## config.mk

```make
export PLATFORM = sky130hd
export DESIGN_NAME = vga_timing_gen_flat
export DESIGN_NICKNAME = d
export VERILOG_FILES = /design/src/rtl/vga_timing_gen_if.sv /design/src/rtl/vga_timing_gen.sv /design/src/flat_wrapper.sv
export SDC_FILE = /design/constraint.sdc
export NUM_CORES = 1
export LEC_CHECK = 0
export ABC_AREA = 1
export ABC_CLOCK_PERIOD_IN_PS = 3420
export CAP_MARGIN = 20
export CORE_ASPECT_RATIO = 0.75
export CORE_MARGIN = 2
export CORE_UTILIZATION = 40
export CTS_CLUSTER_SIZE = 16
export DETAILED_ROUTE_END_ITERATION = 7
export PLACE_DENSITY = 0.7
export SYNTH_ARGS = -nofsm -noshare
export SYNTH_HDL_FRONTEND = slang
export SYNTH_SLANG_ARGS = --single-unit
export TNS_END_PERCENT = 20
```

## constraint.sdc

```tcl
create_clock -name PIXEL_CLK -period 3.42 [get_ports PIXEL_CLK]
set_clock_uncertainty 0.2 [all_clocks]
set_input_delay 0.342 -clock PIXEL_CLK [delete_from_list [all_inputs] [get_ports PIXEL_CLK]]
set_output_delay 0.342 -clock PIXEL_CLK [all_outputs]
set_load 0.02 [all_outputs]
```

## src/rtl/vga_timing_gen_if.sv

```systemverilog
// Timing bundle between vga_timing_gen and its pixel-generator consumers.
// Latency: none, plain wires.
// Backpressure: none; consumers follow the generator, ce throttles the pixel rate.
interface vga_timing_gen_if #(
   parameter int CNT_W = 13
);
   // pixel advance enable, driven by whoever divides the pixel rate
   logic             ce;
   // current raster position
   logic [CNT_W-1:0] loc_x;
   logic [CNT_W-1:0] loc_y;
   // region flags, syncs and strobes
   logic             in_image;
   logic             in_image_x;
   logic             in_image_y;
   logic             sync_h;
   logic             sync_v;
   logic             line_start;
   logic             frame_start;

   // generator side
   modport master (
      input  ce,
      output loc_x, loc_y,
      output in_image, in_image_x, in_image_y,
      output sync_h, sync_v,
      output line_start, frame_start
   );

   // consumer side (also supplies the pixel enable)
   modport slave (
      output ce,
      input  loc_x, loc_y,
      input  in_image, in_image_x, in_image_y,
      input  sync_h, sync_v,
      input  line_start, frame_start
   );
endinterface

```

## src/rtl/vga_timing_gen.sv

```systemverilog
// Parametrised raster timing: position counters, region flags, sync pulses, line/frame strobes.
// Latency: one PIXEL_CLK from ce to outputs; with VGA_TIMING_DELAY_EN flags/syncs trail loc by SYNC_DELAY ce-cycles.
// Backpressure: none; all state holds while ce is low.
module vga_timing_gen #(
   parameter int CNT_W      = 13,
   parameter int H_ACTIVE   = 640,
   parameter int H_FP       = 16,
   parameter int H_SYNC     = 96,
   parameter int H_BP       = 48,
   parameter int V_ACTIVE   = 480,
   parameter int V_FP       = 10,
   parameter int V_SYNC     = 2,
   parameter int V_BP       = 33,
   parameter int H_SYNC_POL = 0,
   parameter int V_SYNC_POL = 0,
   parameter int SYNC_DELAY = 2
) (
   input  logic           PIXEL_CLK,
   input  logic           RESET_N,
   vga_timing_gen_if.master tim
);

   localparam int H_TOTAL = H_ACTIVE + H_FP + H_SYNC + H_BP;
   localparam int V_TOTAL = V_ACTIVE + V_FP + V_SYNC + V_BP;

   // One spare bit so constants equal to 2^CNT_W (e.g. H_ACTIVE of a full-width
   // line) still compare correctly against the counter.
   typedef logic [CNT_W:0]   wide_t;
   typedef logic [CNT_W-1:0] cnt_t;

   localparam wide_t HX_LAST  = wide_t'(H_TOTAL - 1);
   localparam wide_t VY_LAST  = wide_t'(V_TOTAL - 1);
   localparam wide_t H_ACT_W  = wide_t'(H_ACTIVE);
   localparam wide_t V_ACT_W  = wide_t'(V_ACTIVE);
   localparam wide_t HS_FIRST = wide_t'(H_ACTIVE + H_FP);
   localparam wide_t HS_LAST  = wide_t'(H_ACTIVE + H_FP + H_SYNC - 1);
   localparam wide_t VS_FIRST = wide_t'(V_ACTIVE + V_FP);
   localparam wide_t VS_LAST  = wide_t'(V_ACTIVE + V_FP + V_SYNC - 1);

   // Counters sit one step before the origin out of reset.
   localparam cnt_t  HX_RST   = HX_LAST[CNT_W-1:0];
   localparam cnt_t  VY_RST   = VY_LAST[CNT_W-1:0];

   localparam logic  H_POL    = (H_SYNC_POL != 0);
   localparam logic  V_POL    = (V_SYNC_POL != 0);

   // Reject geometries the counters cannot represent.
   if (H_TOTAL > (1 << CNT_W) || V_TOTAL > (1 << CNT_W)) begin : g_bad_total
      $error("vga_timing_gen: H_TOTAL/V_TOTAL exceed 2^CNT_W");
   end
   if (SYNC_DELAY < 1 || SYNC_DELAY > 8) begin : g_bad_delay
      $error("vga_timing_gen: SYNC_DELAY must be 1..8");
   end
   if (H_SYNC < 1 || V_SYNC < 1) begin : g_bad_sync
      $error("vga_timing_gen: sync widths must be at least 1");
   end

   // Everything that may be delayed travels together as one word.
   typedef struct packed {
      logic in_image;
      logic in_image_x;
      logic in_image_y;
      logic sync_h;
      logic sync_v;
      logic line_start;
      logic frame_start;
   } flags_t;

   localparam flags_t FLAGS_IDLE = '{
      in_image:    1'b0,
      in_image_x:  1'b0,
      in_image_y:  1'b0,
      sync_h:      ~H_POL,
      sync_v:      ~V_POL,
      line_start:  1'b0,
      frame_start: 1'b0
   };

   cnt_t   hx_q, vy_q;
   cnt_t   hx_nxt, vy_nxt;
   logic   hx_wrap, vy_wrap;
   cnt_t   loc_x_q, loc_y_q;
   flags_t flags_nxt, flags_q, flags_out;
   logic   win_h, win_v;
   logic   act_x, act_y;

   // Next raster position; the vertical wrap only happens together with the horizontal one.
   always_comb begin
      hx_wrap = ({1'b0, hx_q} == HX_LAST);
      vy_wrap = ({1'b0, vy_q} == VY_LAST);
      hx_nxt  = hx_q;
      vy_nxt  = vy_q;
      if (hx_wrap) begin
         hx_nxt = '0;
         if (vy_wrap) begin
            vy_nxt = '0;
         end else begin
            vy_nxt = vy_q + 1'b1;
         end
      end else begin
         hx_nxt = hx_q + 1'b1;
      end
   end

   // Decode flags for the position about to be presented, so they register alongside it.
   always_comb begin
      act_x     = ({1'b0, hx_nxt} < H_ACT_W);
      act_y     = ({1'b0, vy_nxt} < V_ACT_W);
      win_h     = ({1'b0, hx_nxt} >= HS_FIRST) && ({1'b0, hx_nxt} <= HS_LAST);
      win_v     = ({1'b0, vy_nxt} >= VS_FIRST) && ({1'b0, vy_nxt} <= VS_LAST);
      flags_nxt = FLAGS_IDLE;
      flags_nxt.in_image_x  = act_x;
      flags_nxt.in_image_y  = act_y;
      flags_nxt.in_image    = act_x & act_y;
      flags_nxt.sync_h      = win_h ~^ H_POL;
      flags_nxt.sync_v      = win_v ~^ V_POL;
      flags_nxt.line_start  = (hx_nxt == '0);
      flags_nxt.frame_start = (hx_nxt == '0) && (vy_nxt == '0);
   end

   // Position counters advance one step per ce.
   always_ff @(posedge PIXEL_CLK or negedge RESET_N) begin
      if (!RESET_N) begin
         hx_q <= HX_RST;
         vy_q <= VY_RST;
      end else if (tim.ce) begin
         hx_q <= hx_nxt;
         vy_q <= vy_nxt;
      end
   end

   // Output registers: loc reads 0,0 in reset even though the counters sit pre-origin.
   always_ff @(posedge PIXEL_CLK or negedge RESET_N) begin
      if (!RESET_N) begin
         loc_x_q <= '0;
         loc_y_q <= '0;
         flags_q <= FLAGS_IDLE;
      end else if (tim.ce) begin
         loc_x_q <= hx_nxt;
         loc_y_q <= vy_nxt;
         flags_q <= flags_nxt;
      end
   end

`ifdef VGA_TIMING_DELAY_EN
   flags_t dly_q [SYNC_DELAY];

   // Flags/syncs trail loc by SYNC_DELAY pixels to cover downstream pixel-generator latency.
   always_ff @(posedge PIXEL_CLK or negedge RESET_N) begin
      if (!RESET_N) begin
         for (int i = 0; i < SYNC_DELAY; i++) begin
            dly_q[i] <= FLAGS_IDLE;
         end
      end else if (tim.ce) begin
         dly_q[0] <= flags_q;
         for (int i = 1; i < SYNC_DELAY; i++) begin
            dly_q[i] <= dly_q[i-1];
         end
      end
   end

   assign flags_out = dly_q[SYNC_DELAY-1];
`else
   assign flags_out = flags_q;
`endif

   assign tim.loc_x       = loc_x_q;
   assign tim.loc_y       = loc_y_q;
   assign tim.in_image    = flags_out.in_image;
   assign tim.in_image_x  = flags_out.in_image_x;
   assign tim.in_image_y  = flags_out.in_image_y;
   assign tim.sync_h      = flags_out.sync_h;
   assign tim.sync_v      = flags_out.sync_v;
   assign tim.line_start  = flags_out.line_start;
   assign tim.frame_start = flags_out.frame_start;

endmodule

```

## src/flat_wrapper.sv

```systemverilog
// flat-port wrapper written by rule: the top's interface ports become plain ports
module vga_timing_gen_flat 
#(
   parameter int CNT_W      = 13,
   parameter int H_ACTIVE   = 640,
   parameter int H_FP       = 16,
   parameter int H_SYNC     = 96,
   parameter int H_BP       = 48,
   parameter int V_ACTIVE   = 480,
   parameter int V_FP       = 10,
   parameter int V_SYNC     = 2,
   parameter int V_BP       = 33,
   parameter int H_SYNC_POL = 0,
   parameter int V_SYNC_POL = 0,
   parameter int SYNC_DELAY = 2
)
  (PIXEL_CLK, RESET_N, tim_ce, tim_loc_x, tim_loc_y, tim_in_image, tim_in_image_x, tim_in_image_y, tim_sync_h, tim_sync_v, tim_line_start, tim_frame_start);
  vga_timing_gen_if #(.CNT_W(CNT_W)) tim_i ();
  input  logic PIXEL_CLK;
  input  logic RESET_N;
  input wire logic [$bits(tim_i.ce)-1:0] tim_ce;
  output wire logic [$bits(tim_i.loc_x)-1:0] tim_loc_x;
  output wire logic [$bits(tim_i.loc_y)-1:0] tim_loc_y;
  output wire logic [$bits(tim_i.in_image)-1:0] tim_in_image;
  output wire logic [$bits(tim_i.in_image_x)-1:0] tim_in_image_x;
  output wire logic [$bits(tim_i.in_image_y)-1:0] tim_in_image_y;
  output wire logic [$bits(tim_i.sync_h)-1:0] tim_sync_h;
  output wire logic [$bits(tim_i.sync_v)-1:0] tim_sync_v;
  output wire logic [$bits(tim_i.line_start)-1:0] tim_line_start;
  output wire logic [$bits(tim_i.frame_start)-1:0] tim_frame_start;
  assign tim_i.ce = tim_ce;
  assign tim_loc_x = tim_i.loc_x;
  assign tim_loc_y = tim_i.loc_y;
  assign tim_in_image = tim_i.in_image;
  assign tim_in_image_x = tim_i.in_image_x;
  assign tim_in_image_y = tim_i.in_image_y;
  assign tim_sync_h = tim_i.sync_h;
  assign tim_sync_v = tim_i.sync_v;
  assign tim_line_start = tim_i.line_start;
  assign tim_frame_start = tim_i.frame_start;
  vga_timing_gen #(.CNT_W(CNT_W), .H_ACTIVE(H_ACTIVE), .H_FP(H_FP), .H_SYNC(H_SYNC), .H_BP(H_BP), .V_ACTIVE(V_ACTIVE), .V_FP(V_FP), .V_SYNC(V_SYNC), .V_BP(V_BP), .H_SYNC_POL(H_SYNC_POL), .V_SYNC_POL(V_SYNC_POL), .SYNC_DELAY(SYNC_DELAY)) u_core (.PIXEL_CLK(PIXEL_CLK), .RESET_N(RESET_N), .tim(tim_i));
endmodule
```

==> metrics <==
Worst R2R Path Depth=10; CTS-repair resized insts=0; pre-CTS setup slack=1.07 ns; Post-Synth XOR/XNOR Area=0.588%; Multi-input gate area=1540 um2; total CTS buffers=5; Overflow after GRT=0; count of cell types in the netlist=29; Clock Root Buffer=clkbuf_8; Register Area=1090 um2; core area=7300 um2; io pins=36; Avg Cell Area, Syn=6.65 um2; main combinational cell family by area after synthesis=simple AND/OR/NAND/NOR gates; Clock transition at path regs=0.10 ns; area grow syn2layout=14.3%; Post-Synth Simple-Gate Area=43.5%; YS warnings=0; largest net degree at the start of global routing=44; Antenna Violating Nets Remaining=0; WS Path Type=reg2reg; Detailed Route Iter0 Violations=276; number of max-cap violations=0; Setup Fix Bufs, Post-CTS=0; vias in the first global route=2550; commonest non-fill, non-tap cell in the layout=nand2_1; post-synth top area cell=dfrtp_1; final hold viol count=31; Power Density=574 nW/um2; Worst-Margin Slew=0.956 ns; RePlAce Congestion=0.931; most frequent cells in the layout=nand2_1 (166), nor2_1 (46), inv_1 (45), nand3_1 (45), clkdlybuf4s50_1 (34); DRC Markers=0; r2r startpoint=u_core.hx_q[0]; wire per inst=13.9 um; syn_nets=455; Fill cells=777; top cell type's share of synthesized area=26.0%; Placement Rows=27; Final min period=2.39 ns; die area=8160 um2; hold crit path type=in2async; unrepaired setup endpoints after global routing=no; failing checks=hold timing; fmax=0.419 GHz; Setup Total Neg Slack=0 ns; synthesis-stage register bit count=43; die width=104 um; CP Data Required Time=3.43 ns; post-synthesis adder-cell area fraction=1.68%; status=complete, but fails checks; multiplexer share of the synthesized area=0%; Setup violations, final=0; max-slew violations=0; Hold Buf Count CTS=0; total track usage=20.3%; worst setup path end=u_core.tim.in_image_y; htree depth=2; Seq/Total Area, Yosys=36.6%; via count=2882; Avg Vias per Cell=5.06; IO Port Bufs=35; initial antenna violation count=0; Leak=0.00168 uW; Max-slew headroom=36.3%; final wirelength=7940 um; first-pass GRT wire length=13200 um; reg-to-reg endpoint=u_core.tim.in_image_y; synth top area cells=dfrtp_1 (26%), nand2_1 (21%), dfstp_2 (11%); VDD IR-drop max=0.287 mV; TritonCTS clock tree=done; Critical Path Source=u_core.hx_q[0]; share of cells above drive strength 1=10.7%; synthesized area=2980 um2; clk sink count=43; arrival time at the worst endpoint=2.40 ns; Synth Area in Compound Gates=6.00%; die height=78.8 um; Core Util, Final=46.7%; worst skew pair latency=0.31 ns; period utilization=69.8%; deepest clock path buffer count=2; hold_ws=-0.0274 ns; startpoint types=flip-flop; final worst slack=1.03 ns; Worst R2R Setup Slack=1.03 ns; ant diodes=0; crit end category=flip-flop; drt pass-1 iters=5; hpwl dp=5900 um; Synth Instances=448; crit-path max FO=12; Initial Util=40.8%; # nets final=475
## how the worst min path moves through the flow
stage	from	to	slack, ns	depth (start not counted)
2_1_floorplan	RESET_N	u_core.tim.frame_start	-0.15	0
3_3_place_gp	u_core.tim.loc_y[2]	u_core.tim.loc_y[2]	0.27	2
3_5_place_dp	u_core.tim.loc_y[2]	u_core.tim.loc_y[2]	0.27	2
4_1_cts	RESET_N	u_core.tim.loc_x[11]	0.007	1
5_1_grt	RESET_N	u_core.tim.loc_y[5]	0.05	1
6_report	RESET_N	u_core.tim.loc_x[11]	-0.03	1
## report_power, final
| part | total (uW) | leakage (uW) | internal [uW] | switching [uW] |
|---|---|---|---|---|
| combinational | 798 | 0.00111 | 299 | 498 |
| sequential | 781 | 0.000528 | 644 | 137 |
| clock | 376 | 0.0000474 | 166 | 211 |
| total | 1950 | 0.00168 | 1110 | 847 |
## state kept, by name, indices dropped and copies added (netlist names), 3 cells and up
| register | count |
|---|---|
| u_core.tim.loc_y | 13 |
| u_core.hx_q | 7 |
| u_core.tim.loc_x | 13 |
| u_core.vy_q | 3 |
## through the flow
step | power [uW] | instance area [um2] | cells | hold WS [ns]
final | 1950 | 3410 | 570 | -0.0274
after global routing | 2090 | 3410 | 570 | 0.0527
after CTS | 1960 | 3410 | 570 | 0.00746
after detailed placement | 1580 | 3310 | 562 | 0.273
after global placement | 1570 | 3310 | 562 | 0.267
after floorplan | 1320 | 2980 | 448 | -0.154
## worst max-delay path, stage by stage, from the launching register on
cell	delay, ns
dfstp_2	0.58
ha_1	0.26
nand2_4	0.10
nor2_4	0.11
nand3_2	0.09
nor2_4	0.30
o21ai_0	0.21
nor2_2	0.16
nand3_1	0.10
nand3_1	0.12
nand2_1	0.06
## final cells by class
class,count,share of cell area [%]
Sequential cell,43,32.0
Clock inverter,2,0.477
Clock buffer,6,2.42
Inverter,48,5.29
Multi-Input combinational cell,332,45.3
Tap cell,101,3.71
Timing Repair Buffer,38,10.8
## metal layers
layer  track usage [%]  vias to the layer above  share of wire [%]
met3              4.02                        9                7.8
met4              4.73                        0                1.1
met5                 0                        -                  0
li1                  -                     1424                  -
met1              33.6                     1334                 54
met2              26.1                      115                 37
## cell families after synthesis
kind of cell    Yosys count
simple gates            292
buf+inv                  73
flops                    43
compound gates           34
fa+ha+maj                 4
xor+xnor                  2
## synthesized netlist by cell type, drive strengths merged
master,instances
a21oi,1
and2,1
buf,20
clkbuf,5
clkinv,1
dfrtp,31
dfstp,12
ha,4
inv,47
nand2,172
nand3,47
nand4,7
nor2,59
nor3,4
o21ai,31
o21bai,2
or2,2
xor2,2
Note: power is estimated with default switching activity, not from simulation.
